File: src/rtl/vdp_vram_arbiter.sv
// Four-way VRAM port arbiter: screen > promoted CPU > sprite > (command <-> CPU round-robin).
// One transaction in flight; read data is steered back to the requester that issued it.
module vdp_vram_arbiter #(
  parameter int unsigned CPU_MAX_WAIT = 32
) (
  input  logic        clk,
  input  logic        reset,
  input  logic        scr_valid,
  input  logic [16:0] scr_address,
  output logic        scr_ready,
  output logic        scr_rdata_en,
  input  logic        spr_valid,
  input  logic [16:0] spr_address,
  output logic        spr_ready,
  output logic        spr_rdata_en,
  input  logic        cmd_valid,
  input  logic [16:0] cmd_address,
  input  logic        cmd_write,
  input  logic [7:0]  cmd_wdata,
  output logic        cmd_ready,
  output logic        cmd_rdata_en,
  input  logic        cpu_valid,
  input  logic [16:0] cpu_address,
  input  logic        cpu_write,
  input  logic [7:0]  cpu_wdata,
  output logic        cpu_ready,
  output logic        cpu_rdata_en,
  output logic [31:0] rdata,
  output logic        vram_valid,
  input  logic        vram_ready,
  output logic [16:0] vram_address,
  output logic        vram_write,
  output logic [7:0]  vram_wdata,
  input  logic [31:0] vram_rdata,
  input  logic        vram_rdata_en
);

  localparam int unsigned WAIT_W = 8;
  localparam logic [WAIT_W-1:0] WAIT_MAX = WAIT_W'(CPU_MAX_WAIT);

  typedef enum logic [1:0] {ST_IDLE, ST_ISSUE, ST_WAIT_DATA} state_t;
  typedef enum logic [1:0] {G_SCR = 2'd0, G_SPR = 2'd1, G_CMD = 2'd2, G_CPU = 2'd3} grant_t;

  state_t              state;
  grant_t              grant;
  grant_t              winner;
  logic                rr_last_cpu;
  logic [WAIT_W-1:0]   cpu_wait;
  logic                any_valid;
  logic                cpu_promoted;
  logic                cpu_granted;
  logic [16:0]         sel_address;
  logic                sel_write;
  logic [7:0]          sel_wdata;
  logic                issue_ack;
  logic                data_ack;

  // Winner selection, only acted upon in IDLE
  always_comb begin
    any_valid    = scr_valid | spr_valid | cmd_valid | cpu_valid;
    cpu_promoted = cpu_valid && (cpu_wait == WAIT_MAX);
    winner       = G_SCR;
    if (scr_valid)                   winner = G_SCR;
    else if (cpu_promoted)           winner = G_CPU;
    else if (spr_valid)              winner = G_SPR;
    else if (cmd_valid && cpu_valid) winner = rr_last_cpu ? G_CMD : G_CPU;
    else if (cmd_valid)              winner = G_CMD;
    else if (cpu_valid)              winner = G_CPU;
  end

  // Fetch requesters are read-only, so their write/wdata are tied off
  always_comb begin
    sel_address = scr_address;
    sel_write   = 1'b0;
    sel_wdata   = 8'h00;
    case (winner)
      G_SPR: sel_address = spr_address;
      G_CMD: begin
        sel_address = cmd_address;
        sel_write   = cmd_write;
        sel_wdata   = cmd_wdata;
      end
      G_CPU: begin
        sel_address = cpu_address;
        sel_write   = cpu_write;
        sel_wdata   = cpu_wdata;
      end
      default: sel_address = scr_address;
    endcase
  end

  assign cpu_granted = (state == ST_IDLE) ? (any_valid && (winner == G_CPU))
                                          : (grant == G_CPU);

  always_ff @(posedge clk) begin
    if (reset) begin
      state        <= ST_IDLE;
      grant        <= G_SCR;
      rr_last_cpu  <= 1'b1;
      cpu_wait     <= '0;
      vram_valid   <= 1'b0;
      vram_address <= '0;
      vram_write   <= 1'b0;
      vram_wdata   <= '0;
    end else begin
      if (!cpu_valid || cpu_granted) cpu_wait <= '0;
      else if (cpu_wait != WAIT_MAX) cpu_wait <= cpu_wait + WAIT_W'(1);

      case (state)
        ST_IDLE: begin
          if (any_valid) begin
            grant        <= winner;
            vram_valid   <= 1'b1;
            vram_address <= sel_address;
            vram_write   <= sel_write;
            vram_wdata   <= sel_wdata;
            if (winner == G_CMD) rr_last_cpu <= 1'b0;
            if (winner == G_CPU) rr_last_cpu <= 1'b1;
            state        <= ST_ISSUE;
          end
        end
        ST_ISSUE: begin
          if (vram_ready) begin
            vram_valid <= 1'b0;
            state      <= vram_write ? ST_IDLE : ST_WAIT_DATA;
          end
        end
        ST_WAIT_DATA: begin
          if (vram_rdata_en) state <= ST_IDLE;
        end
        default: state <= ST_IDLE;
      endcase
    end
  end

  // Handshake pulses are suppressed while reset is high so a dropped transaction never completes
  assign issue_ack = !reset && (state == ST_ISSUE) && vram_ready;
  assign data_ack  = !reset && (state == ST_WAIT_DATA) && vram_rdata_en;

  assign scr_ready    = issue_ack && (grant == G_SCR);
  assign spr_ready    = issue_ack && (grant == G_SPR);
  assign cmd_ready    = issue_ack && (grant == G_CMD);
  assign cpu_ready    = issue_ack && (grant == G_CPU);
  assign scr_rdata_en = data_ack && (grant == G_SCR);
  assign spr_rdata_en = data_ack && (grant == G_SPR);
  assign cmd_rdata_en = data_ack && (grant == G_CMD);
  assign cpu_rdata_en = data_ack && (grant == G_CPU);
  assign rdata        = data_ack ? vram_rdata : 32'h0;

endmodule

File: config.mk
export PLATFORM = sky130hd
export DESIGN_NAME = vdp_vram_arbiter
export DESIGN_NICKNAME = d
export VERILOG_FILES = /design/src/rtl/vdp_vram_arbiter.sv
export SDC_FILE = /design/constraint.sdc
export NUM_CORES = 1
export LEC_CHECK = 0
export ABC_AREA = 1
export BUFFER_PORTS_ARGS = -buffer_cell sky130_fd_sc_hd__buf_2
export CAP_MARGIN = 10
export CORE_ASPECT_RATIO = 1.4
export CORE_MARGIN = 1.5
export CORE_UTILIZATION = 43
export DETAILED_ROUTE_END_ITERATION = 8
export GPL_TIMING_DRIVEN = 0
export PLACE_DENSITY = 0.82
export SLEW_MARGIN = 10
export SYNTH_ARGS = -nofsm -noshare
export SYNTH_HDL_FRONTEND = slang
export SYNTH_SLANG_ARGS = --single-unit
File: constraint.sdc
create_clock -name clk -period 1.9 [get_ports clk]
set_input_delay 0.38 -clock clk [delete_from_list [all_inputs] [get_ports clk]]
set_output_delay 0.38 -clock clk [all_outputs]
set_load 0.02 [all_outputs]
### Word-level counts from Yosys, hierarchy flattened

Index checks and enable logic that the tools add are counted.

* flip-flop bits (word level): 40
* output and inout port bits: 67
* bits in latches: 0
* memory bits (read-only): 0
* memories kept: 0
* memory bits (writable): 0

* add/sub/neg operators: 1
* div/mod/pow operators: 0
* equal/unequal tests: 13
* shift operators: 0
* bitwise operators: 3
* multiply operators: 0
* reductions and logical operators: 27
* multiplexer cells: 22
* $lt $le $gt $ge: 0

Operators with widths (count)
* 17-bit one-hot mux with 3 select lines: 1
* 32-bit two-way mux: 1
* 2-bit two-way mux: 10
* 8-bit one-hot mux with 2 select lines: 1
* 1-bit logical AND: 15
* 2-bit == test (second input constant): 5
* 3-bit AND reduction: 3
* 8-bit by 1-bit adder with 8-bit output (second input constant): 1
* 8-bit by 6-bit == test with 1-bit output (second input constant): 1
* 8-bit by 6-bit != test with 1-bit output (second input constant): 1
* 2-bit by 1-bit == test with 1-bit output (second input constant): 3
* 1-bit two-way mux: 6
* 2-bit != test (second input constant): 3
* 2-bit one-hot mux with 3 select lines: 1
* 2-bit logical NOT: 2
* 1-bit one-hot mux with 2 select lines: 2
* 2-bit nonzero test: 2
* 1-bit bitwise OR: 3
* 1-bit logical NOT: 2
* 2-bit AND reduction: 1
* 2-bit OR reduction: 1
* 1-bit logical OR: 1

### Depth between registers and ports, before layout

Gate-level depths: netlist of the first run.

* depth in word-level cells: 11
* gate-level depth with buffers: 13
* mapped depth without buffers: 12

### Worst setup path before layout of the first run

No wires, ideal clock.

* path type: register -> output
* start: register state[1]
* end: output port rdata[10]
* required time: 1520 ps
* data arrival time: 1298 ps
* setup slack: 222 ps
* cell stages (with the launch flop): 6
* path buffers: 1
* cell sequence: dfxtp_1 inv_1 nor2_1 nand3_1 clkbuf_1 nor2_1

* cells in the longest elaborated chain, start to end: 4

Ends and longest elaborated chain
* from (decl): line 44 `state_t state;`
* from (signal assigned): line 125 `state <= vram_write ? ST_IDLE : ST_WAIT_DATA;`
* 2-bit == test: line 138 `assign data_ack = !reset && (state == ST_WAIT_DATA) && vram_rdata_en;`
* 1-bit logical AND (2 in series): line 138
* 32-bit two-way mux: line 148 `assign rdata = data_ack ? vram_rdata : 32'h0;`
* to (decl): line 28 `output logic [31:0] rdata,`

Every way passes these cells.

### Worst setup path after layout of the first run

* start: register state[1]
* end: output port rdata[27]

The elaborated chain is that of the path after synthesis.

==> results.cfg, run 1 <==
[routing]
wl_mm = 10.0
drtIter0Drc = 147
route.detailed.drc = 0
vias_per_cell = 5.10
vias = 3702
dr.pass1.iters = 5
antenna_left = 0
avgRoutedWirePerCell_um = 13.8

[sta]
hold_violations = 0
setup_viol = 0
fin_crit_sh_pct = 97.6
clock_skew_ns = 0.00468
worst_pin_slew_ns = 0.649
final_max_slew_viol_count = 0
finalSetupTns_ns = 0
finalWorstSetupSlack_ns = 0.0459
grt_setup_unrepaired = true
fin_crit_ns = 1.85
timing.fmax_ghz = 0.539
slew_headroom_pct = 56.7
fin_hold_ws_ns = 0.380

[place]
portBuffers = 192
place_inst = 711
hpwl_mm = 7.66
placed_area_um2 = 3930
place_congestion = 0.854
post-place-ws_ns = -0.142

[yosys]
synth_area_leaders = dfxtp_1 (28%), nand2_1 (14%), inv_1 (7.6%), nor2_1 (5.7%), nand3_1 (5.6%)
synthFlopType = dfxtp_1
syn_avg_cell_area_um2 = 6.47
ys_seq_area_share_pct = 27.8
yosys_warnings = 0
syn_nets = 573
synth_cell_types = 38
yosysTopAreaCell = dfxtp_1
synth_edf_count = 0
ys_seq_elements = 40
postSynthCellCount = 445
synthArstFlopShare_pct = 0
syn_area_um2 = 2880
yosysTopAreaCellShare_pct = 27.8

[final_layout]
seqCellArea_um2 = 805
drive_gt1_share_pct = 44.0
stdcell_count = 726
n_antenna_cell = 0
final_nets = 780
layout_common_cells = buf_2 (190), nand2_1 (104), inv_1 (58), nor2_1 (42), dfxtp_1 (37)
multi_input_area_um2 = 1680
post-route-util_pct = 64.2
fillers = 623
area_growth_pct = 45.4
final_cell_area_um2 = 4190
layout_commonest_cell = buf_2

[floorplan]
pin_count = 193
rows = 35
die_y_um = 99.8
core_um2 = 6530
initial_core_util_pct = 44.1
die_w_um = 72.2
die_area_um2 = 7200

[clocking]
numCtsBuffers = 5
clock_path_buffers = 2
cts.clk_slew.worst_paths_ns = 0.07
cts_tree = yes
clockRootBuffer = clkbuf_8
clock_latency_ns = 0.29
hold_buffers = 0
cts_num_sinks = 40
cts_max_level = 2

[critical_path]
crit_type = reg2out
critPathLaunchType = flop
arrival_ns = 1.47
cp_slowest_cell = dfxtp_2
max_stage_delay_ns = 0.34
crit_buf_inv = 3
cp_max_fo = 10
cp.required_ns = 1.52
crit_chain = inv_1, nor2_4, nand3_4, clkbuf_8, nor2_1, buf_4
cp-end-kind = output pin
crit_family = buffers and inverters

[global_route]
grt_max_degree = 12
grt_pass1_vias = 3502
overflow = 0
grt_antenna_before_repair = 0
grtUsageTotal_pct = 26.4
grt_pass1_wl_mm = 15.0

[pwr]
p_leak_nw = 2.35
ir_worst_vdd_v = 0.000495
p_per_area_nw_per_um2 = 662
finalPower_mw = 2.77

[job]
maxCapViolations = 0

[status]
outcome = finished, final reports clean

[worst_hold_path]
hp-class = in2reg
## cell type report
type	instances	share of cell area, %
multi-input cells	304	40.2
repair buffers	200	24.8
flip-flops and latches	40	19.2
inverters	78	7.02
plain buffers	23	4.66
well taps	74	2.21
clock buffers	6	1.73
clock inverters	1	0.120
## registers in the layout, summed over array words and instances, names as in the netlist
| name | flops |
|---|---|
| vram_wdata | 8 |
| rr_last_cpu | 1 |
| vram_valid | 1 |
| grant | 2 |
| state | 2 |
| vram_write | 1 |
| vram_address | 17 |
| cpu_wait | 8 |
## kinds of logic after synthesis
| kind of cell | Yosys count | share of synthesized area, % |
|---|---|---|
| AO/OA/AOI/OAI | 58 | 12.6 |
| XOR/XNOR | 1 | 0.304 |
| adder cells (fa/ha/maj) | 2 | 0.869 |
| buffers and inverters | 101 | 15.9 |
| flip-flops | 40 | 27.8 |
| AND/OR/NAND/NOR | 243 | 42.5 |
## per-layer routing
metal / vias to the layer above / part of all wire, % / GRT usage (%)
met3: 25 / 7.1 / 4.12
met4: 0 / 3.1 / 11.9
met5: - / 0 / 0
li1: 1826 / - / -
met2: 194 / 53 / 50.9
met1: 1657 / 37 / 27.1
## worst min-delay path, delay by kind of cell
family | cells | cell delay [ns]
AOI/OAI and AO/OA | 2 | 0.17
buffers and inverters | 1 | 0.08
## Yosys cell counts, types with 3 or more instances
master and n:
a21oi_1 16, a21oi_2 12, buf_2 5, buf_4 3
buf_6 8, clkbuf_1 6, dfxtp_1 40, inv_1 58
inv_2 19, nand2_1 104, nand3_1 32, nand3b_1 16
nand4_1 20, nor2_1 44, nor2_2 3, nor3_1 8
o211ai_1 5, o21ai_1 20
## worst paths after layout
| check | startpoint | end | slack [ns] | cells past startpoint |
|---|---|---|---|---|
| worst max-delay path | state[1] | rdata[27] | 0.05 | 6 |
| worst min-delay path | cpu_wdata[4] | vram_wdata[4] | 0.38 | 3 |
| worst max register to register | cpu_wait[0] | vram_address[11] | 0.12 | 12 |
| worst min register to register | vram_address[11] | vram_address[11] | 0.47 | 2 |
## power by group
part	switching, mW	internal (mW)
sequential	0.0749	0.956
clock	0.288	0.250
combinational	0.730	0.472
## timing repair
item | in CTS | in global routing
endpoints found under the setup margin | 37 | 49
pin swaps | 1 | 4
buffers inserted | 2 | 6
gates resized for setup | 18 | 14
No activity file was read; power rests on OpenSTA's default activity.
==> run 2, diff against run 1 <==
--- a/config.mk
+++ b/config.mk
@@ -10,10 +10,10 @@
 export CAP_MARGIN = 10
 export CORE_ASPECT_RATIO = 1.4
 export CORE_MARGIN = 1.5
-export CORE_UTILIZATION = 43
+export CORE_UTILIZATION = 38
 export DETAILED_ROUTE_END_ITERATION = 8
 export GPL_TIMING_DRIVEN = 0
-export PLACE_DENSITY = 0.82
+export PLACE_DENSITY = 0.77
 export SLEW_MARGIN = 10
 export SYNTH_ARGS = -nofsm -noshare
 export SYNTH_HDL_FRONTEND = slang
==> constraint.sdc (replaced) <==
create_clock -name clk -period 1.5 [get_ports clk]
set_input_delay 0.3 -clock clk [delete_from_list [all_inputs] [get_ports clk]]
set_output_delay 0.3 -clock clk [all_outputs]
set_load 0.02 [all_outputs]
==> results.cfg, run 2 (synthesis gave the netlist of run 1 again) <==
[global_route]
grt_max_degree = 14
grt_pass1_wl_mm = 18.2
overflow = 0
grt_antenna_before_repair = 0
grtUsageTotal_pct = 28.1
grt_pass1_vias = 3950

[critical_path]
ff2ff_setup_slack_ns = -0.29
r2r_cells = 14
cp_slowest_cell = dfxtp_2
critPathLaunchType = flop
cp_max_fo = 8
cp-end-kind = flop
crit_type = reg2reg
crit_chain = inv_2, ha_4, inv_2, nor2_4, nand3_4, buf_12, nand2_8, nand2_8, nor2_8, buf_4, nand3_1, nand3_1, nand2_1, inv_1
cp.required_ns = 1.76
r2r_start = cpu_wait[0]
max_stage_delay_ns = 0.33
worstReg2RegEnd = vram_write
arrival_ns = 2.05

[sta]
clock_skew_ns = 0.0115
finalWorstSetupSlack_ns = -0.290
setup_viol = 77
grt_setup_unrepaired = true
worst_pin_slew_ns = 0.686
slew_headroom_pct = 54.3
fin_crit_sh_pct = 119
final_max_slew_viol_count = 0
timing.fmax_ghz = 0.559
hold_violations = 0
fin_crit_ns = 1.79
finalSetupTns_ns = -18.03

[job]
maxCapViolations = 0

[clocking]
cts_tree = yes
numCtsBuffers = 5
clockRootBuffer = clkbuf_8
clock_latency_ns = 0.31
hold_buffers = 0
cts_max_level = 2
cts.clk_slew.worst_paths_ns = 0.09
clock_path_buffers = 2
cts_num_sinks = 40

[floorplan]
die_y_um = 106
pin_count = 193
rows = 37
initial_core_util_pct = 39.1
die_area_um2 = 8120
core_um2 = 7360
die_w_um = 76.6

[routing]
dr.pass1.iters = 5
drtIter0Drc = 213
vias = 3986
vias_per_cell = 5.10
wl_mm = 12.3
route.detailed.drc = 0
antenna_left = 0
avgRoutedWirePerCell_um = 15.8

[place]
portBuffers = 192
hpwl_mm = 7.95
placed_area_um2 = 4110
place_congestion = 0.915
place_inst = 734
post-place-ws_ns = -0.367

[pwr]
ir_worst_vdd_v = 0.000750
finalPower_mw = 3.98
p_per_area_nw_per_um2 = 749
p_leak_nw = 2.66

[worst_hold_path]
hp-class = in2reg
hold_path_startpoint = cpu_wdata[4]
min_path_cells = 3
hold_end = vram_wdata[4]

[final_layout]
final_nets = 811
multi_input_area_um2 = 2140
layout_commonest_cell = buf_2
fillers = 527
largest_reg_flops = 17
stdcell_count = 781
reg_top3 = vram_address (17), cpu_wait (8), vram_wdata (8)
top_register = vram_address
seqCellArea_um2 = 808
final_cell_area_um2 = 5320
area_growth_pct = 84.6
n_antenna_cell = 0
layout_common_cells = buf_2 (154), nand2_1 (94), inv_1 (53), buf_6 (46), dfxtp_1 (36)
drive_gt1_share_pct = 58.2

[status]
violations = setup timing
outcome = finished with violations
[run 2: cell count changes in the layout (fill, tap and decap cells not counted), moves of 10 or more]
cell / delta
nand2_1: -10
o21ai_2: +11
buf_6: +36
buf_2: -36
o21ai_1: -11
nor2_4: +32
buf_4: +18
nor2_1: -33
[run 2: how the worst max path moves through the flow]
stage / startpoint / end / slack, ns / cells after the start
after global routing: cpu_wait[0] / vram_address[9] / -0.36 / 14
after global placement: scr_valid / vram_address[10] / -0.33 / 8
after CTS: state[1] / rdata[12] / -0.31 / 6
final: cpu_wait[0] / vram_write / -0.29 / 14
after detailed placement: scr_valid / vram_address[11] / -0.37 / 8
after floorplan: state[1] / cmd_rdata_en / -0.06 / 4
[run 2: report_power, final]
group | switching, mW | total, mW | internal [mW]
Clock | 0.427 | 0.752 | 0.325
Combinational | 1.12 | 1.91 | 0.792
Sequential | 0.103 | 1.32 | 1.21
Total | 1.65 | 3.98 | 2.33
[run 2: stage by stage]
stage          util, %  hold slack, ns
3_5_place_dp      55.8           0.457
5_1_grt           72.2           0.301
4_1_cts           68.2           0.277
3_3_place_gp      55.8           0.451
2_1_floorplan        -           0.442
6_report          72.2           0.270
[run 2: routing by layer]
metal	part of all wire [%]	global-route usage, %	wire length (um)	vias up
met4	3.5	12.6	429	0
met5	0	0	0	-
li1	-	-	-	1900
met1	36	27.8	4480	1820
met3	7.1	5.41	880	36
met2	53	55.6	6550	230
[run 2: worst max-delay path, delay by kind of cell, from the launching register on]
kind | cells | cell delay, ns
AND/OR/NAND/NOR | 8 | 0.79
adder cells (fa/ha/maj) | 1 | 0.13
flip-flops | 1 | 0.33
buffers and inverters | 5 | 0.49
[run 2: what timing repair did]
action / in CTS / in global routing
setup buffers: 23 / 7
hold endpoints to repair: 0 / 0
pin swaps: 31 / 29
resized for setup: 133 / 57
endpoints found under the setup margin: 77 / 79
cloned: 7 / 2
[run 2: layout make-up]
cell class / instances / area share, %
inverters: 78 / 5.58
multi-input cells: 306 / 40.3
plain buffers: 23 / 4.85
flip-flops and latches: 40 / 15.2
clock buffers: 5 / 1.29
well taps: 97 / 2.28
repair buffers: 229 / 30.1
clock inverters: 3 / 0.353
